`src/rtl/wb_write_port.sv`:
```
// Writeback write port: 2-entry in-order queue of (reg, data) writes that drains
// into the register file one-hot wordline, with pending-write bypass for two read ports.
module wb_write_port (
  input  logic        clk,
  input  logic        rst,
  input  logic        wb_valid,
  output logic        wb_ready,
  input  logic [3:0]  wb_reg,
  input  logic [15:0] wb_data,
  input  logic        rf_wr_grant,
  output logic [15:0] wr_wordline,
  output logic [15:0] wr_data,
  input  logic [3:0]  src1_reg,
  input  logic [3:0]  src2_reg,
  output logic        src1_hit,
  output logic        src2_hit,
  output logic [15:0] src1_data,
  output logic [15:0] src2_data,
  output logic [15:0] pending,
  output logic [1:0]  count
);

  logic [3:0]  ent_reg  [2];
  logic [15:0] ent_data [2];
  logic        head_ptr;
  logic        tail_ptr;
  logic [1:0]  count_q;
  logic [1:0]  ent_valid;
  logic        accept;
  logic        push;
  logic        pop;

  assign wb_ready = !rst && (count_q != 2'd2);
  assign accept   = wb_valid && wb_ready;
  // R0 is hardwired zero, so writes to it are consumed and dropped here.
  assign push     = accept && (wb_reg != 4'd0);
  assign pop      = (count_q != 2'd0) && rf_wr_grant;
  assign count    = count_q;

  always_comb begin
    ent_valid = 2'b00;
    if (count_q == 2'd2) begin
      ent_valid = 2'b11;
    end else if (count_q == 2'd1) begin
      ent_valid[head_ptr] = 1'b1;
    end
  end

  always_ff @(posedge clk) begin
    if (rst) begin
      head_ptr <= 1'b0;
      tail_ptr <= 1'b0;
      count_q  <= 2'd0;
    end else begin
      if (push) begin
        ent_reg[tail_ptr]  <= wb_reg;
        ent_data[tail_ptr] <= wb_data;
        tail_ptr           <= ~tail_ptr;
      end
      if (pop) begin
        head_ptr <= ~head_ptr;
      end
      case ({push, pop})
        2'b10:   count_q <= count_q + 2'd1;
        2'b01:   count_q <= count_q - 2'd1;
        default: count_q <= count_q;
      endcase
    end
  end

  always_comb begin
    wr_wordline = 16'h0000;
    wr_data     = 16'h0000;
    if (pop) begin
      wr_wordline = 16'h0001 << ent_reg[head_ptr];
      wr_data     = ent_data[head_ptr];
    end
  end

  always_comb begin
    pending = 16'h0000;
    for (int i = 0; i < 2; i++) begin
      if (ent_valid[i]) begin
        pending = pending | (16'h0001 << ent_reg[i]);
      end
    end
  end

  // The non-head slot is only valid when both are full, and then it is the younger one.
  function automatic logic [16:0] lookup(
    input logic [3:0]  src,
    input logic [1:0]  vld,
    input logic        hd,
    input logic [3:0]  r0,
    input logic [3:0]  r1,
    input logic [15:0] d0,
    input logic [15:0] d1
  );
    logic [1:0]  m;
    logic [16:0] res;
    m[0] = vld[0] && (r0 == src) && (src != 4'd0);
    m[1] = vld[1] && (r1 == src) && (src != 4'd0);
    res  = 17'd0;
    if (m[~hd]) begin
      res = {1'b1, (~hd) ? d1 : d0};
    end else if (m[hd]) begin
      res = {1'b1, hd ? d1 : d0};
    end
    return res;
  endfunction

  always_comb begin
    {src1_hit, src1_data} = lookup(src1_reg, ent_valid, head_ptr,
                                   ent_reg[0], ent_reg[1], ent_data[0], ent_data[1]);
    {src2_hit, src2_data} = lookup(src2_reg, ent_valid, head_ptr,
                                   ent_reg[0], ent_reg[1], ent_data[0], ent_data[1]);
  end

endmodule

```
`config.mk`:
```
export PLATFORM = sky130hd
export DESIGN_NAME = wb_write_port
export DESIGN_NICKNAME = d
export VERILOG_FILES = /design/src/rtl/wb_write_port.sv
export SDC_FILE = /design/constraint.sdc
export NUM_CORES = 1
export LEC_CHECK = 0
export ABC_AREA = 1
export BUFFER_PORTS_ARGS = -buffer_cell sky130_fd_sc_hd__buf_2
export CAP_MARGIN = 20
export CORE_UTILIZATION = 40
export DETAILED_ROUTE_END_ITERATION = 12
export PLACE_DENSITY = 0.71
export SLEW_MARGIN = 20
export SYNTH_ARGS = -nofsm -noshare
export SYNTH_HDL_FRONTEND = slang
export SYNTH_SLANG_ARGS = --single-unit
```
`constraint.sdc`:
```
create_clock -name clk -period 6.5 [get_ports clk]
set_input_delay 0.325 -clock clk [delete_from_list [all_inputs] [get_ports clk]]
set_output_delay 0.325 -clock clk [all_outputs]
set_load 0.05 [all_outputs]
```
Yosys cells after proc, flatten, opt, wreduce, memory -nomap -nowiden

Memory sizes are Yosys's and may differ from the RTL's. A register that Yosys moved wholly into a read port is not among the register bits.
Cells that the tools add are included.

ROM bits: 0
Register bits after elaboration: 4
Memories kept: 2
Bits in latches: 0
Bits in writable memories: 40
Output and inout bits: 85

$add $sub $neg: 2
Reduce and logical (&&, ||, !) cells: 19
Mux-type cells: 30
Bitwise gates (word level): 3
Shift-type cells: 3
Divide/modulo/power cells: 0
Multiply operators: 0
Eq/ne operators: 9
Magnitude comparators: 3

Memories:

| memory   | depth | width | rd ports | clocked after memory_dff | write ports | line | RTL |
|---|---|---|---|---|---|---|---|
| ent_data | 2     | 16    | 3        | 1                        | 1           | 24   | `logic [15:0] ent_data [2];` |
| ent_reg  | 2     | 4     | 3        | 1                        | 1           | 23   | `logic [3:0] ent_reg [2];` |

Operators with widths:

| kind                                               | count |
|---|---|
| two-way mux 16 bit                                 | 6 |
| two-way mux 17 bit                                 | 4 |
| << shifter 1 x 4 -> 16 bit, first input constant   | 3 |
| == test 4 bit                                      | 4 |
| two-way mux 1 bit                                  | 16 |
| OR 16 bit                                          | 1 |
| logical AND 1 bit                                  | 13 |
| nonzero test 4 bit                                 | 3 |
| == test 2 x 1 -> 1 bit, second input constant      | 2 |
| == test 2 bit, second input constant               | 2 |
| < comparator 1 x 2 -> 1 bit, second input constant | 2 |
| two-way mux 2 bit                                  | 2 |
| one-hot mux 2 bit (2 select lines)                 | 1 |
| nonzero test 2 bit                                 | 2 |
| adder 2 x 1 -> 2 bit, second input constant        | 1 |
| inequality test 2 bit, second input constant       | 1 |
| NOT 1 bit                                          | 2 |
| subtractor 2 x 1 -> 2 bit, second input constant   | 1 |
| demux 1 bit (select 1 bit)                         | 1 |
| >= comparator 1 bit, second input constant         | 1 |
| zero test 1 bit                                    | 1 |

Depth between registers and ports, before layout

Word-level depth: 12
Mapped depth: 11
Mapped depth without buffers: 10

Worst setup path before layout

OpenSTA, ideal clock, no wires.

Kind: register -> register
Start: register count_q[0] (netlist: count[0])
End: memory ent_data[0][0] (enable)
Buffers on the path: 0
Setup slack: 3.154 ns
Stages on the path, launching flop included: 6
Arrival: 2.949 ns
Path through: dfxtp_1 inv_1 ha_1 nor2_1 nand3_1 nor2_1

Longest elaborated chain between the ends: 7

Ends and longest elaborated chain:

| element                                 | line | RTL |
|---|---|---|
| start, declared                         | 27   | `logic [1:0] count_q;` |
| start signal, assigned                  | 64   | `2'b10: count_q <= count_q + 2'd1;` |
| start signal, assigned                  | 65   | `2'b01: count_q <= count_q - 2'd1;` |
| start signal, assigned                  | 66   | `default: count_q <= count_q;` |
| inequality test 2 bit                   | 33   | `assign wb_ready = !rst && (count_q != 2'd2);` |
| logical AND 1 bit                       | 33   |  |
| net wb_ready                            | 7    | `output logic wb_ready,` |
| logical AND 1 bit                       | 34   | `assign accept = wb_valid && wb_ready;` |
| logical AND 1 bit                       | 36   | `assign push = accept && (wb_reg != 4'd0);` |
| two-way mux 1 bit                       | 55   | `if (push) begin` |
| two-way mux 1 bit                       | 50   | `if (rst) begin` |
| two-way mux 1 bit (implied by the code) | 57   | `ent_data[tail_ptr] <= wb_data;` |
| end, declared                           | 24   |  |

The timed path passes the listed nets, and every way through them passes these cells.

Worst setup path after layout

Start: register head_ptr
End: output src2_data[0]

Longest elaborated chain between the ends: 12
Elaborated cells between the ends (all ways): 19
Those cells by class: order compare (2); mux (12); reduce/logical (5)

Ends and longest elaborated chain:

| element                                                                                         | line     | RTL |
|---|---|---|
| start, declared                                                                                 | 25       | `logic head_ptr;` |
| start signal, assigned                                                                          | 61       | `head_ptr <= ~head_ptr;` |
| < comparator 1 x 2 -> 1 bit (implied by the code) / >= comparator 1 bit (equally long branches) | 45       | `ent_valid[head_ptr] = 1'b1;` |
| logical AND 1 bit (implied by the code)                                                         | 45       |  |
| two-way mux 1 bit (implied by the code)                                                         | 45       |  |
| demux 1 bit (select 1 bit)                                                                      | 45       |  |
| two-way mux 2 bit                                                                               | 44       | `end else if (count_q == 2'd1) begin` |
| two-way mux 2 bit                                                                               | 42       | `if (count_q == 2'd2) begin` |
| logical AND 1 bit, on equally long branches (2 in series)                                       | 101, 102 |  |
| two-way mux 1 bit (implied by the code) (2 in series)                                           | 106      | `end else if (m[hd]) begin` |
| two-way mux 17 bit                                                                              | 106      |  |
| two-way mux 17 bit (*)                                                                          | 104      | `if (m[~hd]) begin` |
| end, declared                                                                                   | 18       | `output logic [15:0] src2_data,` |

Mark *: on every way between the ends. The rest lies on a longest branch, timed or not. The select of a mux whose other input is x is not followed.

==> results.sh <==
export IMPL_status="finished clean"
export IMPL_critPathRequiredTime_ps=6170
export IMPL_pwr_share_comb=0.499
export IMPL_ios=117
export IMPL_drc=0
export IMPL_start_util=0.418
export IMPL_timing_rr_end="ent_data[1][12]"
export IMPL_rsz0062_at_grt="no"
export IMPL_p_leak_nw=2.04
export IMPL_layout_drive_gt1_share=0.266
export IMPL_drv_cap=0
export IMPL_area_growth_pct=19.6
export IMPL_cp_slowest_stage_delay_ps=510
export IMPL_antenna_found_initial=0
export IMPL_crit_path_max_fanout=38
export IMPL_io_buffers=116
export IMPL_crit_type="reg -> out"
export IMPL_drt_iter0_drc=260
export IMPL_cts_root_buffer="clkbuf_8"
export IMPL_wl_per_cell_um=14.4
export IMPL_cts_buffer_depth=2
export IMPL_vdd_ir_drop_max_v=0.000299
export IMPL_end_kind="output port"
export IMPL_p_sw_mw=0.574
export IMPL_synthDistinctLibCells=25
export IMPL_n_antenna_cell=0
export IMPL_power_total_mw=1.16
export IMPL_p_seq_frac=0.330
export IMPL_wl_mm=10.1
export IMPL_hp_class="in -> reg"
export IMPL_ys_seq_elements=45
export IMPL_nNetsFinal=630
export IMPL_yosysWarnings=0
export IMPL_grt_usage=0.219
export IMPL_cts_made_buffers=5
export IMPL_worst_path_most_repeated_cell="nand2_1"
export IMPL_critical_path_arrival_ps=2660
export IMPL_fin_cells=700
export IMPL_timing_reg2reg_setup_slack_ps=4080
export IMPL_power_density_nw_per_um2=278
export IMPL_grt_pass1_wl_mm=15.4
export IMPL_hold_viol_final=0
export IMPL_r2r_start="count[0]"
export IMPL_max_slew_margin_rel=0.373
export IMPL_hpwlAfterDp_mm=8.00
export IMPL_die_y_um=95.4
export IMPL_drtAntennaViolNets=0
export IMPL_place_congestion=0.945
export IMPL_crit_chain="inv_2 -> nand2_1 -> nand2_2 -> nand2_2 -> nor2_4 -> nand3_4 -> nand2_4 -> nand2_1 -> nand2_1 -> buf_2"
export IMPL_min_delay_start="wb_data[8]"
export IMPL_overflow=0
export IMPL_first_pass_iters=5
export IMPL_layout_commonest_cell="nand2_1"
export IMPL_worstMarginPinSlew_ps=937
export IMPL_dp_cells=692
export IMPL_cts_resized=0
export IMPL_p_clk_frac=0.171
export IMPL_clock_latency_ps=290
export IMPL_setup_tns_final_ps=0
export IMPL_ys_seq_area_frac=0.373
export IMPL_swShare=0.495
export IMPL_fin_skew_ps=4.17
export IMPL_core_area_um2=8340
export IMPL_largest_reg_flops=32
export IMPL_layout_common_cells="nand2_1 (171), buf_2 (116), o21ai_0 (59)"
export IMPL_slew_viol_final=0
export IMPL_viasPerCell=5.35
export IMPL_syn_inst=495
export IMPL_fin_crit_ps=2990
export IMPL_dieArea_um2=9100
export IMPL_min_path_cells=1
export IMPL_p_int_mw=0.586
export IMPL_min_to="ent_data[1][8]"
export IMPL_rr_worst_depth=6
export IMPL_cpMaxStageDelayCell="inv_2"
export IMPL_fin_crit_sh=0.460
export IMPL_clk_pin_slew_ps=80
export IMPL_final_util=0.500
export IMPL_fp_dieW_um=95.4
export IMPL_grt_pass1_vias=3110
export IMPL_rows=33
export IMPL_clock_sinks=45
export IMPL_setup_violations=0
export IMPL_cts_hold_buf=0
export IMPL_via_count=3744
export IMPL_htreeDepth=2
export IMPL_syn_area_um2=3490
export IMPL_cts_tree="built"
export IMPL_grt_max_degree=39
export IMPL_max_freq_mhz=335
export IMPL_avgSynthCellArea_um2=7.04
export IMPL_synth_fp_nets=531
export IMPL_cts_setup_buffers=0
export IMPL_cp_start_kind="flip-flop"
## stage by stage
stage          cell area, um^2  hold WS (ps)  worst slack [ps]
6_report                  4170           220              3510
5_1_grt                   4170           199              3240
4_1_cts                   4170           209              3170
3_5_place_dp              4060           487              3480
3_3_place_gp              4060           468              3530
2_1_floorplan             3490           424              3150
## worst max-delay path by stage
stage,startpoint,slack [ps],depth (start not counted),endpoint
2_1_floorplan,count[0],3150,5,ent_data[0][0]
4_1_cts,head_ptr,3170,10,src1_data[9]
6_report,head_ptr,3510,10,src2_data[0]
3_3_place_gp,head_ptr,3530,10,src2_data[9]
3_5_place_dp,head_ptr,3480,10,src1_data[9]
5_1_grt,head_ptr,3240,10,src2_data[13]
## metal layers
metal	part of all wire	up-vias	global-route usage
met4	0.010	0	0.0522
met3	0.078	11	0.0271
met2	0.46	185	0.333
met1	0.45	1704	0.328
met5	0	-	0
li1	-	1844	-
## final cells by class
cell class | instances | area [um^2]
clock buffers | 6 | 72.6
clock inverters | 2 | 33.8
fillers | 826 | 4170
inverters | 45 | 170
multi-input cells | 379 | 1860
flip-flops and latches | 45 | 1300
well taps | 105 | 131
repair buffers | 118 | 596
## synthesized netlist by cell type
cell        n  area, um^2
inv_2       8        30.0
inv_1      36         135
nand2_4     3        33.8
clkinv_2    1        5.00
nand3_1     7        35.0
xor2_1      7        61.3
a21oi_1    21         105
nand3_4     4        70.1
nand2_1   171         642
nand2_2     8        50.1
buf_2      11        55.1
nor3_1      8        40.0
nor2_1     31         116
clkbuf_1    9        33.8
buf_4       1        7.51
or2_1       1        6.26
ha_1        4        50.1
nor2_4      6        67.6
o21ai_1    13        65.1
nor2_2      3        18.8
nand4_1    33         206
o21ai_0    59         295
dfxtp_1     5         100
buf_6       5        56.3
edfxtp_1   40        1200
## logic make-up after synthesis
logic type	count (synthesis)	synth area share
flops	45	0.373
fa+ha+maj	4	0.0144
compound gates	93	0.133
simple gates	275	0.369
xor+xnor	7	0.0176
buf+inv	71	0.0926
## power groups by stage
stage,combinational (mW),clock (mW),sequential [mW]
5_1_grt,0.626,0.214,0.388
3_5_place_dp,0.575,0,0.388
4_1_cts,0.576,0.204,0.381
3_3_place_gp,0.568,0,0.386
2_1_floorplan,0.461,0,0.375
6_report,0.579,0.199,0.383
## worst max-delay path, delay by kind of cell (launching register included)
| kind | cells | cell delay (ps) |
|---|---|---|
| flip-flops | 1 | 500 |
| AND/OR/NAND/NOR | 8 | 1110 |
| buffers and inverters | 2 | 770 |
Power figures use the tool's default switching activity.
